--- config.mk ---
export PLATFORM = sky130hd
export DESIGN_NAME = pipe_ctrl_flat
export DESIGN_NICKNAME = d
export VERILOG_FILES = /design/src/rtl/pipe_ctrl_if.sv /design/src/rtl/pipe_ctrl.sv /design/src/flat_wrapper.sv
export SDC_FILE = /design/constraint.sdc
export NUM_CORES = 1
export LEC_CHECK = 0
export CAP_MARGIN = 5
export CORE_UTILIZATION = 44
export DETAILED_ROUTE_END_ITERATION = 8
export PLACE_DENSITY = 0.84
export SETUP_SLACK_MARGIN = 0.2
export SYNTH_ARGS = -nofsm -noshare
export SYNTH_HDL_FRONTEND = slang
export SYNTH_SLANG_ARGS = --single-unit
--- constraint.sdc ---
create_clock -name clk -period 3 [get_ports clk]
set_clock_uncertainty 0.15 [all_clocks]
set_input_delay 0.75 -clock clk [delete_from_list [all_inputs] [get_ports clk]]
set_output_delay 0.75 -clock clk [all_outputs]
set_load 0.05 [all_outputs]
--- src/rtl/pipe_ctrl_if.sv ---
// pipe_ctrl_if -- pipeline hazard/stall controller interface.
// Carries the ID/EX hazard inputs and the stall/flush/multiply-divide status
// outputs between the pipeline datapath and pipe_ctrl.
//   master modport : the controller (pipe_ctrl) -- drives stall, ex_bubble,
//                    flush, md_done, md_busy, stall_cycles.
//   slave modport  : the pipeline datapath -- drives the ID read ports, the
//                    EX load/write/mul-div indications and flush_req.
interface pipe_ctrl_if;
  logic        id_read_en_1;
  logic        id_read_en_2;
  logic [4:0]  id_read_addr_1;
  logic [4:0]  id_read_addr_2;
  logic        ex_load;
  logic        ex_write_reg_en;
  logic [4:0]  ex_write_reg_addr;
  logic        ex_md_start;
  logic        ex_md_div;
  logic        flush_req;
  logic [5:0]  stall;
  logic        ex_bubble;
  logic        flush;
  logic        md_done;
  logic        md_busy;
  logic [15:0] stall_cycles;

  modport master (
    input  id_read_en_1, id_read_en_2, id_read_addr_1, id_read_addr_2,
    input  ex_load, ex_write_reg_en, ex_write_reg_addr,
    input  ex_md_start, ex_md_div, flush_req,
    output stall, ex_bubble, flush, md_done, md_busy, stall_cycles
  );

  modport slave (
    output id_read_en_1, id_read_en_2, id_read_addr_1, id_read_addr_2,
    output ex_load, ex_write_reg_en, ex_write_reg_addr,
    output ex_md_start, ex_md_div, flush_req,
    input  stall, ex_bubble, flush, md_done, md_busy, stall_cycles
  );
endinterface

--- src/rtl/pipe_ctrl.sv ---
// pipe_ctrl -- pipeline hazard controller.
// Resolves, in priority order, flush requests, multi-cycle multiply/divide
// occupancy of EX, and load-use hazards into per-stage hold signals.
// Ports:
//   clk : single clock, rising edge
//   rst : asynchronous, active-high reset
//   bus : pipe_ctrl_if.master (hazard inputs, stall/flush/md status outputs)
// stall bits: 0 PC, 1 IF, 2 ID, 3 EX, 4 MEM, 5 WB.
module pipe_ctrl #(
  parameter int unsigned MULT_CYCLES = 4,
  parameter int unsigned DIV_CYCLES  = 34
) (
  input  logic       clk,
  input  logic       rst,
  pipe_ctrl_if.master bus
);

  typedef enum logic {
    IDLE    = 1'b0,
    MD_BUSY = 1'b1
  } state_t;

  // The first EX cycle is spent in IDLE and the last (md_done) cycle at
  // cnt == 0, so the counter is loaded with the residency minus two.
  localparam logic [5:0] MULT_LOAD = 6'(MULT_CYCLES - 2);
  localparam logic [5:0] DIV_LOAD  = 6'(DIV_CYCLES - 2);

  localparam logic [5:0] STALL_MD   = 6'b001111;
  localparam logic [5:0] STALL_LOAD = 6'b000111;

  state_t      state_r;
  logic [5:0]  cnt_r;
  logic        hazard_s;

  // A load writing r0 never creates a dependency.
  function automatic logic load_use(
    input logic       load,
    input logic       wen,
    input logic [4:0] waddr,
    input logic       ren1,
    input logic [4:0] raddr1,
    input logic       ren2,
    input logic [4:0] raddr2
  );
    return load & wen & (waddr != 5'd0) &
           ((ren1 & (raddr1 == waddr)) | (ren2 & (raddr2 == waddr)));
  endfunction

  // Load-use hazard detection between the EX load and the ID read ports.
  always_comb begin
    hazard_s = load_use(bus.ex_load, bus.ex_write_reg_en, bus.ex_write_reg_addr,
                        bus.id_read_en_1, bus.id_read_addr_1,
                        bus.id_read_en_2, bus.id_read_addr_2);
  end

  // Multiply/divide FSM and occupancy down-counter; flush aborts any operation.
  always_ff @(posedge clk or posedge rst) begin
    if (rst) begin
      state_r <= IDLE;
      cnt_r   <= 6'd0;
    end else if (bus.flush_req) begin
      state_r <= IDLE;
      cnt_r   <= 6'd0;
    end else begin
      case (state_r)
        IDLE: begin
          if (bus.ex_md_start) begin
            state_r <= MD_BUSY;
            cnt_r   <= bus.ex_md_div ? DIV_LOAD : MULT_LOAD;
          end else begin
            state_r <= IDLE;
            cnt_r   <= 6'd0;
          end
        end
        MD_BUSY: begin
          if (cnt_r != 6'd0) begin
            state_r <= MD_BUSY;
            cnt_r   <= cnt_r - 6'd1;
          end else begin
            state_r <= IDLE;
            cnt_r   <= 6'd0;
          end
        end
        default: begin
          state_r <= IDLE;
          cnt_r   <= 6'd0;
        end
      endcase
    end
  end

  // Same-cycle control outputs; forced to zero while reset is asserted so
  // that a reset between edges silences the pipeline immediately.
  always_comb begin
    bus.stall     = 6'd0;
    bus.ex_bubble = 1'b0;
    bus.flush     = 1'b0;
    bus.md_done   = 1'b0;
    if (rst) begin
      bus.stall = 6'd0;
    end else if (bus.flush_req) begin
      bus.flush = 1'b1;
    end else if (state_r == MD_BUSY) begin
      if (cnt_r != 6'd0) begin
        bus.stall = STALL_MD;
      end else begin
        bus.md_done = 1'b1;
      end
    end else if (bus.ex_md_start) begin
      bus.stall = STALL_MD;
    end else if (hazard_s) begin
      bus.stall     = STALL_LOAD;
      bus.ex_bubble = 1'b1;
    end else begin
      bus.stall = 6'd0;
    end
  end

  assign bus.md_busy = (state_r == MD_BUSY);

  // Saturating count of cycles in which the PC was held.
  always_ff @(posedge clk or posedge rst) begin
    if (rst) begin
      bus.stall_cycles <= 16'd0;
    end else if (bus.stall[0] && (bus.stall_cycles != 16'hFFFF)) begin
      bus.stall_cycles <= bus.stall_cycles + 16'd1;
    end else begin
      bus.stall_cycles <= bus.stall_cycles;
    end
  end

endmodule

--- src/flat_wrapper.sv ---
// flat-port wrapper written by rule: the top's interface ports become plain ports
module pipe_ctrl_flat 
#(
  parameter int unsigned MULT_CYCLES = 4,
  parameter int unsigned DIV_CYCLES  = 34
)
  (clk, rst, bus_id_read_en_1, bus_id_read_en_2, bus_id_read_addr_1, bus_id_read_addr_2, bus_ex_load, bus_ex_write_reg_en, bus_ex_write_reg_addr, bus_ex_md_start, bus_ex_md_div, bus_flush_req, bus_stall, bus_ex_bubble, bus_flush, bus_md_done, bus_md_busy, bus_stall_cycles);
  pipe_ctrl_if bus_i ();
  input  logic clk;
  input  logic rst;
  input wire logic [$bits(bus_i.id_read_en_1)-1:0] bus_id_read_en_1;
  input wire logic [$bits(bus_i.id_read_en_2)-1:0] bus_id_read_en_2;
  input wire logic [$bits(bus_i.id_read_addr_1)-1:0] bus_id_read_addr_1;
  input wire logic [$bits(bus_i.id_read_addr_2)-1:0] bus_id_read_addr_2;
  input wire logic [$bits(bus_i.ex_load)-1:0] bus_ex_load;
  input wire logic [$bits(bus_i.ex_write_reg_en)-1:0] bus_ex_write_reg_en;
  input wire logic [$bits(bus_i.ex_write_reg_addr)-1:0] bus_ex_write_reg_addr;
  input wire logic [$bits(bus_i.ex_md_start)-1:0] bus_ex_md_start;
  input wire logic [$bits(bus_i.ex_md_div)-1:0] bus_ex_md_div;
  input wire logic [$bits(bus_i.flush_req)-1:0] bus_flush_req;
  output wire logic [$bits(bus_i.stall)-1:0] bus_stall;
  output wire logic [$bits(bus_i.ex_bubble)-1:0] bus_ex_bubble;
  output wire logic [$bits(bus_i.flush)-1:0] bus_flush;
  output wire logic [$bits(bus_i.md_done)-1:0] bus_md_done;
  output wire logic [$bits(bus_i.md_busy)-1:0] bus_md_busy;
  output wire logic [$bits(bus_i.stall_cycles)-1:0] bus_stall_cycles;
  assign bus_i.id_read_en_1 = bus_id_read_en_1;
  assign bus_i.id_read_en_2 = bus_id_read_en_2;
  assign bus_i.id_read_addr_1 = bus_id_read_addr_1;
  assign bus_i.id_read_addr_2 = bus_id_read_addr_2;
  assign bus_i.ex_load = bus_ex_load;
  assign bus_i.ex_write_reg_en = bus_ex_write_reg_en;
  assign bus_i.ex_write_reg_addr = bus_ex_write_reg_addr;
  assign bus_i.ex_md_start = bus_ex_md_start;
  assign bus_i.ex_md_div = bus_ex_md_div;
  assign bus_i.flush_req = bus_flush_req;
  assign bus_stall = bus_i.stall;
  assign bus_ex_bubble = bus_i.ex_bubble;
  assign bus_flush = bus_i.flush;
  assign bus_md_done = bus_i.md_done;
  assign bus_md_busy = bus_i.md_busy;
  assign bus_stall_cycles = bus_i.stall_cycles;
  pipe_ctrl #(.MULT_CYCLES(MULT_CYCLES), .DIV_CYCLES(DIV_CYCLES)) u_core (.clk(clk), .rst(rst), .bus(bus_i));
endmodule
# Yosys cells after proc, flatten, opt, wreduce, memory -nomap -nowiden
# Index checks and enable logic that the tools add are counted.
# W data, S select, Z words.
# word_totals
regBits,23
inputBits,24
out_inout_bits,26
word_cells,44
# classes
addsub,2
eq_ne,3
muxes,26
bitwise,7
reduce_logical,3
# ops
operator,n
$mux W6,8
$add A16 B1 Y16 const B,1
$ne A16 B16 Y1 const B,1
$mux W1,14
$pmux W6 S2,1
$eq A5 B5 Y1,2
$reduce_bool A6 Y1,1
$sub A6 B1 Y6 const B,1
$and A1 B1 Y1,5
$reduce_bool A5 Y1,1
$mux W4,1
$mux W3,1
$pmux W1 S2,1
$logic_and A1 B1 Y1,1
$not A1 Y1,1
$or A1 B1 Y1,1

# Depth between registers and ports, before layout
# Gate-level depths: netlist (run 1).
# depth
word_depth,10
mapped_depth,9
depth_no_buf,8

# Worst setup path after synthesis (run 1)
# OpenSTA, ideal clock, no wires.
# synth_timing
path_kind,register -> output
startpoint,register u_core.cnt_r[0]
endpoint,output bus_stall[1]
arrival_ns,2.660
t_required_ns,2.100
slack_ns,-0.560
path_stages_with_launch,9
path_buffers,2
path_cell_list,dfrtp_1 > inv_1 > ha_1 > nor3b_1 > and3_4 > nor4_2 > o21bai_4 > buf_6 > buf_4
# synth_between
elab_chain_len,5
# synth_rtl
item,line,rtl
from (decl),pipe_ctrl.sv:32,logic [5:0] cnt_r;
from (signal assigned),pipe_ctrl.sv:69,cnt_r <= bus.ex_md_div ? DIV_LOAD : MULT_LOAD;
from (signal assigned),pipe_ctrl.sv:78,cnt_r <= cnt_r - 6'd1;
$reduce_bool A6 Y1,pipe_ctrl.sv:104,if (cnt_r != 6'd0) begin
$mux W4,pipe_ctrl.sv:104,
$mux W6,pipe_ctrl.sv:103,end else if (state_r == MD_BUSY) begin
$mux W6,pipe_ctrl.sv:101,end else if (bus.flush_req) begin
$mux W6,pipe_ctrl.sv:99,if (rst) begin
to (decl),flat_wrapper.sv:21,output wire logic [$bits(bus_i.stall)-1:0] bus_stall;
# No other way between the ends.

# Worst setup path after layout (run 1)
# layout_timing
startpoint,register u_core.cnt_r[0]
endpoint,output bus_stall[0]
# The elaborated chain is that of the path after synthesis.

==> impl_metrics.json, run 1 <==
{
  "outcome": "complete, but fails checks",
  "failed_checks": "design-rule violations, negative setup slack",
  "syn_area_per_cell_um2": 9.94,
  "slew_violations": 0,
  "rsz0062_at_grt": "true",
  "synthAdderAreaFrac": 0.0274,
  "num_antenna_cells": 0,
  "hold_violations": 0,
  "gp_congestion": 0.807,
  "max_clock_freq_mhz": 329,
  "slowest_stage": "dfrtp_1",
  "grt_max_degree": 24,
  "rows": 19,
  "areaGrowthSynthToFinish_pct": 76.8,
  "cap_violations": 0,
  "setup_violations": 3,
  "layout_setup_ws_ns": -0.0440,
  "grt_pass1_vias": 1440,
  "grt-ovfl-total": 0,
  "antenna_found_initial": 0,
  "synth-xor-area-share": 0.172,
  "path_cells": "inv_2, ha_4, nor3b_4, and3_4, or3_4, o21bai_4, buf_12",
  "start_kind": "flop",
  "hpwl_mm": 2.59,
  "power_density_nw_per_um2": 464,
  "cts_buffers": 3,
  "port_buffers": 47,
  "remaining_drc_errors": 6,
  "grt_use_total": 0.267,
  "start_util": 0.481,
  "cts.htree.levels": 1,
  "syn_area_um2": 1370,
  "timing.final.crit_share": 1.01,
  "path_buf_inv": 2,
  "cp_top_family": "simple AND/OR/NAND/NOR gates",
  "clock_latency_ns": 0.33,
  "clk_pin_slew_ns": 0.14,
  "grt_first_pass_wirelength_mm": 6.80,
  "ios": 50,
  "final_antenna_net_count": 0,
  "synth-compound-area-share": 0.0383,
  "synth-seq-area-share": 0.420,
  "yosys.area_share.simple": 0.276,
  "pre_cts_slack_ns": -0.352,
  "synth_seq_cells": 23,
  "final_nets": 250,
  "post-route-util": 0.850,
  "synth_cells": 138,
  "dieWidth_um": 57.8,
  "design.die.area_um2": 3340,
  "dr.pass1.iters": 6,
  "cp.arrival_ns": 2.14,
  "final.setup.tns_ns": -0.130,
  "tightest_slew_ns": 0.549,
  "clock_path_buffers": 2,
  "p_leak_nw": 1.09,
  "wl_mm": 5.18,
  "cts_sinks": 23,
  "mostFrequentLayoutCells": "23 x buf_4, 23 x dfrtp_1, 22 x clkdlybuf4s50_1",
  "critPathMaxStageDelay_ns": 0.41,
  "vias": 1512,
  "vias_per_cell": 5.98,
  "critPathMaxFanout": 4,
  "chipHeight_um": 57.8,
  "synth_cell_types": 37,
  "core_um2": 2850,
  "layout-drive-gt1-share": 0.405,
  "criticalPathCategory": "reg2out",
  "min_path_type": "reg2reg",
  "fin_crit_ns": 3.04,
  "synth_top_family_by_area": "simple AND/OR/NAND/NOR gates",
  "relSlewSlack": 0.633,
  "routedWlPerCell_um": 20.5,
  "worstPathRequired_ns": 2.10,
  "drt_iter0_markers": 118,
  "tritoncts": "yes",
  "end_kind": "output port",
  "synthMuxAreaShare": 0.0192,
  "peakVddDrop_mv": 0.528,
  "clockRootBuffer": "clkbuf_4",
  "power_w": 0.00113,
  "yosys_warnings": 0
}
==> cell usage after synthesis <==
| master | number | share of area |
|---|---|---|
| nand3b_1 | 2 | 0.011 |
| inv_1 | 3 | 0.0082 |
| conb_1 | 1 | 0.0027 |
| nor3_1 | 3 | 0.011 |
| and4_1 | 1 | 0.0064 |
| nor2_1 | 12 | 0.033 |
| clkbuf_1 | 1 | 0.0027 |
| and2_0 | 1 | 0.0046 |
| nand3_1 | 13 | 0.047 |
| mux2_1 | 1 | 0.0082 |
| o21bai_4 | 1 | 0.014 |
| buf_6 | 1 | 0.0082 |
| and2_1 | 3 | 0.014 |
| and3_1 | 7 | 0.032 |
| a32oi_1 | 1 | 0.0064 |
| a21oi_1 | 2 | 0.0073 |
| ha_1 | 3 | 0.027 |
| nor3b_1 | 1 | 0.0055 |
| xnor2_1 | 18 | 0.11 |
| xor2_1 | 9 | 0.057 |
| dfrtp_1 | 23 | 0.42 |
| o21a_1 | 1 | 0.0055 |
| nand2_1 | 6 | 0.016 |
| o31ai_1 | 1 | 0.0055 |
| mux2_4 | 1 | 0.011 |
| nor4_1 | 2 | 0.0091 |
| or4_1 | 1 | 0.0055 |
| nor2b_1 | 2 | 0.0091 |
| nand2_2 | 1 | 0.0046 |
| and3_4 | 1 | 0.0082 |
| nor2_2 | 1 | 0.0046 |
| or3_4 | 1 | 0.0082 |
| buf_4 | 4 | 0.022 |
| buf_2 | 1 | 0.0036 |
| nand4_1 | 6 | 0.027 |
| nand4_2 | 1 | 0.0091 |
| nor4_2 | 1 | 0.0091 |
==> sequential cells by signal, summed over array words and instances, names as in the netlist <==
name / count
u_core.bus.md_busy: 1
u_core.cnt_r: 6
u_core.bus.stall_cycles: 16
==> per-stage QoR <==
step	hold WS, ns	cells	area [um^2]
4_1_cts	0.367	247	2210
2_1_floorplan	0.299	139	1430
6_report	0.381	253	2420
3_3_place_gp	0.318	221	2010
3_5_place_dp	0.322	221	2010
5_1_grt	0.400	253	2420
==> where the power goes <==
group / internal (W) / switching (W) / leakage, nW
logic: 0.000258 / 0.000307 / 0.765
registers: 0.000350 / 0.0000558 / 0.311
clock network: 0.0000501 / 0.000104 / 0.0177
total: 0.000658 / 0.000467 / 1.09
==> final timing paths <==
| path | from | slack, ns | to | cells after the start |
|---|---|---|---|---|
| worst max-delay path | u_core.cnt_r[0] | -0.04 | bus_stall[0] | 7 |
| worst min-delay path | u_core.bus.stall_cycles[13] | 0.38 | u_core.bus.stall_cycles[13] | 1 |
| worst max register to register | u_core.cnt_r[1] | 0.14 | u_core.cnt_r[4] | 20 |
| worst min register to register | u_core.bus.stall_cycles[13] | 0.38 | u_core.bus.stall_cycles[13] | 1 |
| max in group asynchronous | rst | 1.81 | u_core.cnt_r[3] | 4 |
| min in group asynchronous | rst | 0.65 | u_core.bus.stall_cycles[15] | 4 |
==> per-layer routing <==
layer  part of all wire  vias to the layer above  track usage
li1                   -                      635            -
met1               0.35                      734        0.311
met2               0.53                      121        0.468
met3              0.088                       22       0.0513
met4              0.036                        0        0.133
met5                  0                        -            0
==> cell type report <==
type,instances,area (um^2)
Fill cell,125,428
Multi-Input combinational cell,106,897
Clock inverter,1,5.00
Sequential cell,23,576
Tap cell,31,38.8
Inverter,3,11.3
Clock buffer,3,22.5
Timing Repair Buffer,86,875
==> timing repair <==
| action | 4_1_cts | 5_1_grt |
|---|---|---|
| resized for setup | 50 | 45 |
| gates cloned | 0 | 0 |
| buffers inserted | 22 | 6 |
| setup endpoints to repair | 8 | 9 |
| hold buffers | 0 | 0 |
| pin swaps | 14 | 18 |
==> cells by family (layout without fill, tap and decap cells) <==
group / count (synthesis) / count (layout)
xor+xnor: 27 / 27
mux: 2 / 2
flops: 23 / 23
compound gates: 6 / 6
other cells: 1 / 2
buf+inv: 10 / 93
fa+ha+maj: 3 / 3
simple gates: 66 / 66
No activity file was read; power rests on OpenSTA's default activity.
==> run 2, diff against run 1 <==
CAP_MARGIN = 10   (was 5)
==> results of run 2 <==
The final DEF is identical to that of run 1; final timing and power are the same.
==> run 3, diff against run 2 <==
CELL_PAD_IN_SITES_DETAIL_PLACEMENT = 1   (was not set)
CELL_PAD_IN_SITES_GLOBAL_PLACEMENT = 1   (was not set)
CORE_UTILIZATION = 33   (was 44)
PLACE_DENSITY = 0.85   (was 0.84)
SLEW_MARGIN = 10   (was not set)
==> run 3 against run 2 <==
Net effect: the flow now finishes without violations; cell count fell by 0.79%; sequential power shrank 1%; clock-buffer cell count rose by 1; die area is 32% higher; non-clock buffer count shrank 21; largest cell class unchanged.
==> impl_metrics.json, run 3 (synthesized netlist as in run 1, its figures left out) <==
{
  "slowest_stage": "nor4_2",
  "core_um2": 4000,
  "cpMostUsedCell": "buf_12",
  "cp-endpoint": "bus_stall[0]",
  "rsz0062_at_grt": "true",
  "clk_pin_slew_ns": 0.08,
  "largest_reg_flops": 16,
  "swShare": 0.389,
  "worstPathRequired_ns": 2.10,
  "final_antenna_net_count": 0,
  "drt_iter0_markers": 17,
  "chipHeight_um": 66.5,
  "cts.htree.levels": 1,
  "pre_cts_slack_ns": -0.459,
  "num_antenna_cells": 0,
  "path_cells": "buf_6, xor2_1, nor4_2, a32oi_2, o21bai_4, buf_12, buf_12",
  "design.die.area_um2": 4420,
  "areaGrowthSynthToFinish_pct": 60.0,
  "outcome": "finished, final reports clean",
  "start_kind": "input pin",
  "vias": 1232,
  "r2r-end": "u_core.bus.stall_cycles[12]",
  "max_clock_freq_mhz": 344,
  "critPathMaxFanout": 5,
  "tightest_slew_ns": 0.504,
  "relSlewSlack": 0.663,
  "layout-drive-gt1-share": 0.313,
  "rows": 23,
  "routedWlPerCell_um": 15.7,
  "hpwl_mm": 3.11,
  "start_util": 0.343,
  "port_buffers": 47,
  "layout_commonest_cell": "dfrtp_1",
  "top_register": "u_core.bus.stall_cycles",
  "clockRootBuffer": "clkbuf_8",
  "peakVddDrop_mv": 0.394,
  "grt_max_degree": 24,
  "p_int_w": 0.000640,
  "fin_crit_ns": 2.91,
  "wl_mm": 3.95,
  "final_nets": 229,
  "grt_first_pass_wirelength_mm": 6.51,
  "remaining_drc_errors": 0,
  "gp_congestion": 0.769,
  "clock_latency_ns": 0.26,
  "dr.pass1.iters": 4,
  "power_density_nw_per_um2": 478,
  "cts_sinks": 23,
  "clock_path_buffers": 2,
  "power_frac_seq": 0.382,
  "placed_area_um2": 2030,
  "ios": 50,
  "vias_per_cell": 4.91,
  "setup_violations": 0,
  "nFillCells": 444,
  "criticalPathCategory": "in2out",
  "cp_top_family": "compound AO/OA/AOI/OAI gates",
  "antenna_found_initial": 0,
  "power.switching_w": 0.000408,
  "r2r_start": "u_core.cnt_r[1]",
  "grt-ovfl-total": 0,
  "cap_violations": 0,
  "p_leak_nw": 0.963,
  "slew_violations": 0,
  "tritoncts": "yes",
  "cp.depth": 7,
  "end_kind": "output port",
  "hold_slack_ns": 0.357,
  "crit_start": "bus_id_read_addr_1[3]",
  "dieWidth_um": 66.5,
  "timing.final.crit_share": 0.970,
  "hold_violations": 0,
  "mostFrequentLayoutCells": "23 x dfrtp_1, 21 x clkdlybuf4s50_1, 17 x xnor2_1, 17 x buf_4, 13 x nand3_1",
  "cp.arrival_ns": 2.01,
  "combPwrFrac": 0.437,
  "hold_buffers": 0,
  "fin_area_um2": 2190,
  "clkPwrFrac": 0.181,
  "r2r_slack_ns": 0.54,
  "min_path_type": "reg2reg",
  "cts_buffers": 3,
  "path_buf_inv": 3,
  "grt_use_total": 0.193,
  "grt_pass1_vias": 1405,
  "critPathMaxStageDelay_ns": 0.33,
  "r2r_cells": 11,
  "layout_setup_ws_ns": 0.0910
}
==> run 3: cell types whose count changed in the layout (fill, tap and decap cells not counted), sizes merged <==
cell           previous run  this run
clkdlybuf4s15             3         2
clkdlybuf4s50            22        21
buf                      53        36
clkinv                    1         0
dlygate4sd2               6         5
==> run 3: metrics by stage <==
stage          TNS (ns)  cells   util  total power (W)
3_3_place_gp      -1.37    240  0.508         0.000822
2_1_floorplan    -0.239    139      -         0.000672
4_1_cts               0    251  0.546          0.00106
6_report              0    251  0.549          0.00105
5_1_grt               0    251  0.549          0.00110
3_5_place_dp      -3.99    240  0.508         0.000842
==> run 3: how the worst min path moves through the flow <==
stage	startpoint	to	depth (start not counted)
2_1_floorplan	u_core.cnt_r[0]	u_core.cnt_r[0]	1
3_3_place_gp	u_core.cnt_r[0]	u_core.cnt_r[0]	1
3_5_place_dp	u_core.cnt_r[0]	u_core.cnt_r[0]	1
4_1_cts	u_core.bus.stall_cycles[9]	u_core.bus.stall_cycles[9]	1
5_1_grt	u_core.bus.stall_cycles[9]	u_core.bus.stall_cycles[9]	1
6_report	u_core.bus.stall_cycles[14]	u_core.bus.stall_cycles[14]	1
==> run 3: layout make-up <==
class	instances	area, um^2	share of cell area
clock buffer	4	45.0	0.0205
sequential	23	576	0.262
timing repair buffer	65	666	0.303
inverter	3	11.3	0.00513
tap	50	62.6	0.0285
multi-input combinational	106	835	0.380
==> run 3: power by group through the flow <==
stage,clock (W),combinational (W),sequential [W]
6_report,0.000190,0.000458,0.000400
5_1_grt,0.000206,0.000487,0.000406
4_1_cts,0.000195,0.000460,0.000400
3_5_place_dp,0,0.000436,0.000406
3_3_place_gp,0,0.000420,0.000402
2_1_floorplan,0,0.000158,0.000514
==> run 3: worst register-to-register path, stage by stage, from the launching register on <==
cell	delay [ns]
dfrtp_1	0.38
inv_2	0.07
ha_4	0.15
nor3b_4	0.14
and3_4	0.20
or3_4	0.34
o21bai_4	0.14
buf_12	0.14
buf_4	0.11
buf_4	0.12
nand4_2	0.10
mux2_4	0.31
==> run 3: timing repair <==
| action | CTS | global route |
|---|---|---|
| setup endpoints to repair | 20 | 5 |
| pin swaps | 18 | 10 |
| setup buffers | 7 | 0 |
| resized for setup | 70 | 9 |
==> run 3: layer usage <==
layer,vias up,part of all wire,global-route usage
met3,5,0.055,0.0291
met4,0,0.011,0.0559
li1,594,-,-
met1,594,0.39,0.212
met5,-,0,0
met2,39,0.54,0.378
